<file path="src/rtl/dec_hazard_track.sv">
// dec_hazard_track: DEC-stage tracker of in-flight destinations; forwards or pauses per read port.
// Forwarding muxes exist only with DEC_HAZARD_FWD_EN defined; otherwise any match pauses.
module dec_hazard_track #(
    parameter int DW       = 32,
    parameter int AW       = 5,
    parameter int NRP      = 2,
    parameter int DEPTH    = 3,
    parameter int LOAD_RDY = 1
) (
    input  logic               clk,
    input  logic               rstn,
    input  logic               i_issueVld,
    input  logic               i_regWe,
    input  logic               i_isLoad,
    input  logic [AW-1:0]      i_wa,
    input  logic [NRP*AW-1:0]  i_ra,
    input  logic [NRP*DW-1:0]  i_rfData,
    input  logic [DEPTH*DW-1:0] i_stgData,
    input  logic               i_hold,
    input  logic               i_flush,
    output logic               o_pause,
    output logic [NRP*DW-1:0]  o_rd,
    output logic [NRP-1:0]     o_fwdHit
);
    localparam int IW = (DEPTH > 1) ? $clog2(DEPTH) : 1;

    logic [DEPTH-1:0]         vld_q, vld_d, ld_q, ld_d;
    logic [DEPTH-1:0][AW-1:0] wa_q, wa_d;
    logic [NRP-1:0]           hit, rdy, port_pause;
    logic [NRP-1:0][IW-1:0]   idx;
    logic                     issue_ok;

    always_comb begin
        hit = '0;
        idx = '0;
        rdy = '0;
        for (int p = 0; p < NRP; p++) begin
            // scan oldest to youngest so the youngest match overwrites
            for (int k = DEPTH - 1; k >= 0; k--) begin
                if (vld_q[k] && wa_q[k] == i_ra[p*AW +: AW] && i_ra[p*AW +: AW] != '0) begin
                    hit[p] = 1'b1;
                    idx[p] = IW'(k);
                end
            end
            rdy[p] = hit[p] && (!ld_q[idx[p]] || int'(idx[p]) >= LOAD_RDY);
        end
    end

`ifdef DEC_HAZARD_FWD_EN
    always_comb begin
        port_pause = '0;
        o_fwdHit   = '0;
        o_rd       = i_rfData;
        for (int p = 0; p < NRP; p++) begin
            port_pause[p] = hit[p] & ~rdy[p];
            if (rdy[p]) begin
                o_fwdHit[p]       = 1'b1;
                o_rd[p*DW +: DW]  = i_stgData[int'(idx[p])*DW +: DW];
            end
        end
    end
`else
    logic unused_fwd;
    assign unused_fwd = ^{i_stgData, rdy};
    assign port_pause = hit;
    assign o_rd       = i_rfData;
    assign o_fwdHit   = '0;
`endif

    assign o_pause  = i_issueVld & (|port_pause);
    // a write to r0 never creates a hazard, so it enters as a bubble
    assign issue_ok = i_issueVld & i_regWe & ~o_pause & ~i_flush & (i_wa != '0);

    always_comb begin
        vld_d = vld_q;
        wa_d  = wa_q;
        ld_d  = ld_q;
        if (!i_hold) begin
            for (int k = 1; k < DEPTH; k++) begin
                vld_d[k] = vld_q[k-1];
                wa_d[k]  = wa_q[k-1];
                ld_d[k]  = ld_q[k-1];
            end
            vld_d[0] = issue_ok;
            wa_d[0]  = i_wa;
            ld_d[0]  = i_isLoad;
        end
    end

    always_ff @(posedge clk or negedge rstn) begin
        if (!rstn) begin
            vld_q <= '0;
            wa_q  <= '0;
            ld_q  <= '0;
        end else begin
            vld_q <= vld_d;
            wa_q  <= wa_d;
            ld_q  <= ld_d;
        end
    end
endmodule

</file>
<file path="config.mk">
export PLATFORM = sky130hd
export DESIGN_NAME = dec_hazard_track
export DESIGN_NICKNAME = d
export VERILOG_FILES = /design/src/rtl/dec_hazard_track.sv
export SDC_FILE = /design/constraint.sdc
export NUM_CORES = 1
export LEC_CHECK = 0
export BUFFER_PORTS_ARGS = -buffer_cell sky130_fd_sc_hd__buf_2
export CAP_MARGIN = 25
export CORE_AREA = 2 2 97 99
export DETAILED_ROUTE_END_ITERATION = 6
export DIE_AREA = 0 0 99 101
export GPL_ROUTABILITY_DRIVEN = 1
export RECOVER_POWER = 50
export SLEW_MARGIN = 10
export SYNTH_ARGS = -nofsm -noshare
export SYNTH_HDL_FRONTEND = slang
export SYNTH_SLANG_ARGS = --single-unit
</file>
<file path="constraint.sdc">
create_clock -name clk -period 1.2 [get_ports clk]
set_input_delay 0 -clock clk [delete_from_list [all_inputs] [get_ports clk]]
set_output_delay 0 -clock clk [all_outputs]
set_load 0.1 [all_outputs]
</file>
==> impl_metrics.tcl, run 1 <==
set metrics [dict create \
    synth-edff-count 0 \
    io_buffer_count 21 \
    timing.max_cap.violations 0 \
    insertion_delay_ns 0.26 \
    ff_latch_area_sq_um 452 \
    antenna_found_initial 1 \
    path_clk_slew_ns 0.07 \
    fillers 976 \
    drc 0 \
    crit_path_max_fanout 3 \
    rsz0062_at_grt "true" \
    power_switching_uw 526 \
    p_per_area_nw_per_um2 1120 \
    cts.sinks 18 \
    fp.dieW_microns 99 \
    synth_top_flop_cell "dfrtp_1" \
    yosys_warnings 0 \
    pin_count 249 \
    drt-initial-drc-count 10 \
    die_area_sq_um 10000 \
    coreArea_sq_um 8980 \
    dp.final_hpwl_mm 4.53 \
    p_int_uw 1310 \
    hold_viol 0 \
    arrival_ns 1.63 \
    comb_power_share_pct 29.3 \
    switching_share_pct 28.7 \
    cts_tree "yes" \
    holdWs_ns 0.0000369 \
    placed_cells 244 \
    seq_area_frac_synth_pct 28.3 \
    fin_crit_ns 1.63 \
    initial_core_util_pct 17.7 \
    fin_nets 325 \
    place_congestion 0.849 \
    drv_slew 0 \
    setup_ws_ns -0.429 \
    hold_class "input port to primary output" \
    wl_mm 5.11 \
    rows 35 \
    antenna_cells 0 \
    stdcell_area_sq_um 1640 \
    vias 973 \
    leakage_uw 0.000631 \
    syn_inst 162 \
    slowest_delay_ns 0.43 \
    cp.required_ns 1.20 \
    synth_area_sq_um 1590 \
    fin_worst_skew_ns 0.00104 \
    htreeDepth 1 \
    ys_async_sr_fraction_pct 100 \
    synthTopCellsByCount "buf_4, xnor2_1, dfrtp_1" \
    placed_cell_area_sq_um 1500 \
    multi_input_area_sq_um 684 \
    critPathKind "register to primary output" \
    setup_viol 2 \
    grt_pass1_wl_mm 7.01 \
    status "finished, violations left" \
    synth_cell_types 19 \
    post_cts.repair.setup_buffers 0 \
    cts_inserted_buffers 3 \
    area_delta_synth_final_pct 3.22 \
    grt_max_degree 20 \
    power_frac_seq_pct 43.5 \
    worst_path_max_delay_cell "dfrtp_1" \
    clkPwrFrac_pct 27.2 \
    overflow 0 \
    finish.utilization_pct 18.3 \
    avgSynthCellArea_sq_um 9.82 \
    ant_nets 0 \
    path_cells "xnor2_2, nand4_1, o22ai_2, nor3_2, a21boi_4, buf_12" \
    ys_ff_latch 18 \
    final_cells 253 \
    wl_per_cell_microns 20.2 \
    end_kind "primary output" \
    clock.fmax_mhz 614 \
    first_global_vias 1018 \
    drive_gt1_share_pct 50.7 \
    synth.top_cells.by_area "buf_4, dfrtp_1, xnor2_1, mux2_2, nand4_1" \
    cts_root_buf "clkbuf_8" \
    crit_path_start_kind "register" \
    clock_path_buffers 2 \
    yosysTopAreaCellShare_pct 31.1 \
    grt_use_total_pct 9.97 \
    violations "negative setup slack" \
    yosysMostFrequentCell "buf_4" \
    fin_crit_sh_pct 136 \
    irDropWorstVdd_mv 0.634 \
    die_h_microns 101 \
    via_per_inst 3.85 \
    yosysTopAreaCell "buf_4" \
    firstDrtPassIters 3 \
]
[critical path: cells and delay by family, from the launching register on]
| family | cells | cell delay [ns] |
|---|---|---|
| AOI/OAI and AO/OA | 2 | 0.36 |
| xor gates and xnor gates | 1 | 0.17 |
| buffers and inverters | 1 | 0.19 |
| DFF | 1 | 0.43 |
| and+or+nand+nor | 2 | 0.21 |
[worst paths after layout]
check	slack, ns	cells past startpoint	end	startpoint
worst max-delay path	-0.43	6	o_pause	wa_q[1]
worst min-delay path	0.00004	0	o_rd[29]	i_rfData[29]
worst max register to register	-0.19	5	vld_q[0]	wa_q[13]
worst min register to register	0.56	1	vld_q[2]	vld_q[2]
max in group asynchronous	0.67	2	wa_q[5]	rstn
min in group asynchronous	0.21	2	vld_q[0]	rstn
[logic make-up (layout without fill, tap and decap cells)]
group,Yosys count,after routing,synth area share (%)
compound gates,9,9,4.40
xor+xnor,30,30,16.5
buf+inv,70,49,32.1
flops,18,18,28.3
mux,17,17,12.0
other cells,1,2,0.236
simple gates,17,17,6.45
[flip-flops by register name (all words and copies together) (netlist names)]
| signal | cells |
|---|---|
| wa_q | 15 |
| vld_q | 3 |
[routing by layer]
metal  part of all wire (%)  GRT usage [%]
met1                     22           7.25
met2                     34           11.3
met3                     38           16.3
met4                    6.0           6.43
met5                   0.25              0
[metrics by stage]
stage / TNS, ns / power, uW / setup slack (ns)
6_report: -0.619 / 1830 / -0.429
5_1_grt: -0.791 / 1940 / -0.515
4_1_cts: -0.658 / 1840 / -0.454
3_5_place_dp: -0.575 / 1320 / -0.300
3_3_place_gp: -0.500 / 1310 / -0.250
2_1_floorplan: -0.353 / 2120 / -0.270
[cell type report]
class,instances,share of cell area (%)
flip-flops and latches,18,27.5
clock buffers,4,3.35
multi-input cells,75,41.7
repair buffers,45,19.0
well taps,111,8.45
[timing repair]
action	4_1_cts	5_1_grt
gates resized for setup	1	5
setup endpoints to repair	2	2
hold buffers	5	0
pin swaps	1	9
hold endpoints to repair	22	0
[placed cells by master, fill, tap and decap left out, drive strengths merged]
cell,synthesis,layout
nor2,3,3
conb,1,2
nand4,6,6
dfrtp,18,18
a32o,1,1
xnor2,30,30
o21ai,1,1
mux2,17,17
a21boi,1,1
buf,66,40
nand2,3,3
clkbuf,4,4
nor4,1,1
nor3,1,1
dlygate4sd3,0,5
o211ai,4,4
o22ai,2,2
or4,3,3
[power by group through the flow]
stage               Sequential (uW)  Combinational [uW]  Clock [uW]
floorplan                       780                1340           0
global placement                804                 503           0
detailed placement              805                 512           0
CTS                             794                 529         514
global route                    814                 592         535
finish                          797                 537         498
Power figures use the tool's default switching activity.
==> run 2, diff against run 1 <==
--- a/config.mk
+++ b/config.mk
@@ -12,6 +12,7 @@
 export DIE_AREA = 0 0 99 101
 export GPL_ROUTABILITY_DRIVEN = 1
 export RECOVER_POWER = 50
+export REMOVE_ABC_BUFFERS = 1
 export SLEW_MARGIN = 10
 export SYNTH_ARGS = -nofsm -noshare
 export SYNTH_HDL_FRONTEND = slang
==> impl_metrics.tcl, run 2 (synthesis gave the netlist of run 1 again) <==
set metrics [dict create \
    vias 1068 \
    setup_viol 2 \
    crit_path_max_fanout 3 \
    end_kind "primary output" \
    pin_count 249 \
    status "finished, violations left" \
    coreArea_sq_um 8980 \
    setup_ws_ns -0.473 \
    ant_nets 0 \
    firstDrtPassIters 4 \
    cp.required_ns 1.20 \
    drt-initial-drc-count 20 \
    finish.utilization_pct 18.4 \
    finalSetupTns_ns -0.777 \
    cts_inserted_buffers 3 \
    violations "negative setup slack" \
    p_per_area_nw_per_um2 1100 \
    hold_class "input port to primary output" \
    antenna_found_initial 0 \
    placed_cells 247 \
    wl_per_cell_microns 47.8 \
    slowest_delay_ns 0.42 \
    htreeDepth 1 \
    wl_mm 12.2 \
    first_global_vias 1163 \
    antenna_cells 0 \
    clock_path_buffers 2 \
    area_delta_synth_final_pct 3.69 \
    clock.fmax_mhz 598 \
    irDropWorstVdd_mv 0.681 \
    path_clk_slew_ns 0.07 \
    via_per_inst 4.19 \
    fin_worst_skew_ns 0.00659 \
    grt_max_degree 20 \
    place_congestion 0.927 \
    arrival_ns 1.67 \
    totalPowerFinal_uw 1810 \
    io_buffer_count 21 \
    fillers 969 \
    fin_nets 328 \
    grt_pass1_wl_mm 14.8 \
    cts_tree "yes" \
    largest_register_ffs 15 \
    overflow 0 \
    leakage_uw 0.000648 \
    timing.max_cap.violations 0 \
    rsz0062_at_grt "true" \
    worst_path_max_delay_cell "dfrtp_1" \
    largest-register "wa_q" \
    grt_use_total_pct 24.2 \
    drive_gt1_share_pct 52.8 \
    multi_input_area_sq_um 686 \
    path_cells "xnor2_1, nand4_1, nor2_1, nor3_2, a21boi_2, buf_12" \
    die_area_sq_um 10000 \
    drv_slew 0 \
    cts.sinks 18 \
    reg_top3 "wa_q: 15 flops, vld_q: 3 flops" \
    fin_crit_ns 1.67 \
    fp.dieW_microns 99 \
    rows 35 \
    critPathKind "register to primary output" \
    placed_cell_area_sq_um 1510 \
    stdcell_area_sq_um 1650 \
    final_cells 255 \
    crit_path_start_kind "register" \
    drc 0 \
    dp.final_hpwl_mm 11.5 \
    initial_core_util_pct 17.7 \
    ff_latch_area_sq_um 450 \
    mostFrequentLayoutCells "xnor2_1, buf_4, buf_2" \
    insertion_delay_ns 0.26 \
    fin_crit_sh_pct 139 \
    cts_root_buf "clkbuf_8" \
    final_common_cell "xnor2_1" \
    hold_viol 0 \
    die_h_microns 101 \
]
==> run 2: changes by cell type in the layout (fill, tap and decap cells not counted), moves of 2 or more <==
cell | previous run | this run
buf_4 | 19 | 23
xnor2_1 | 27 | 25
xnor2_2 | 3 | 5
dlygate4sd3_1 | 5 | 3
==> run 2: final timing paths <==
kind	endpoint	slack, ns	startpoint	depth (start not counted)
min in group asynchronous	wa_q[14]	0.21	rstn	2
min	o_rd[10]	0.004	i_rfData[10]	0
max in group asynchronous	vld_q[2]	0.68	rstn	2
max reg2reg	vld_q[0]	-0.30	wa_q[0]	6
min reg2reg	vld_q[2]	0.56	vld_q[2]	1
max	o_pause	-0.47	wa_q[0]	6
==> run 2: cell type report <==
class	instances	area share, %
repair buffers	48	20.2
multi-input cells	75	41.5
clock buffers	3	2.50
flip-flops and latches	18	27.3
well taps	111	8.42
==> run 2: through the flow <==
stage                     setup slack (ns)  hold WS (ns)
after floorplan                      -1.90        -0.296
after global placement              -0.432       -0.0446
after detailed placement            -0.409       -0.0300
after CTS                           -0.441       0.00751
after global routing                -0.536       0.00359
final                               -0.473       0.00425
==> run 2: per-layer routing <==
metal | track usage, % | share of wire [%] | vias up
met3 | 29.5 | 25 | 8
met4 | 4.95 | 1.9 | 0
met1 | 7.79 | 11 | 460
met2 | 52.5 | 63 | 165
met5 | 0 | 0 | -
li1 | - | - | 435
==> run 2: worst max-delay path: cells and delay by family (launching register included) <==
kind	cells	cell delay, ns
AO/OA/AOI/OAI	1	0.19
AND/OR/NAND/NOR	3	0.40
buffers and inverters	1	0.19
XOR/XNOR	1	0.20
flip-flops	1	0.42
==> run 2: power breakdown <==
part	internal (uW)	leakage [uW]	switching, uW	total (uW)
sequential	690	0.000216	111	801
clock	224	0.0000216	221	445
combinational	343	0.000410	226	569
==> run 2: what timing repair did <==
action	4_1_cts	5_1_grt
gates cloned	0	0
resized for setup	7	4
endpoints found under the hold margin	20	0
setup buffers	3	0
pin swaps	19	5
setup endpoints to repair	2	2
hold buffers	3	0
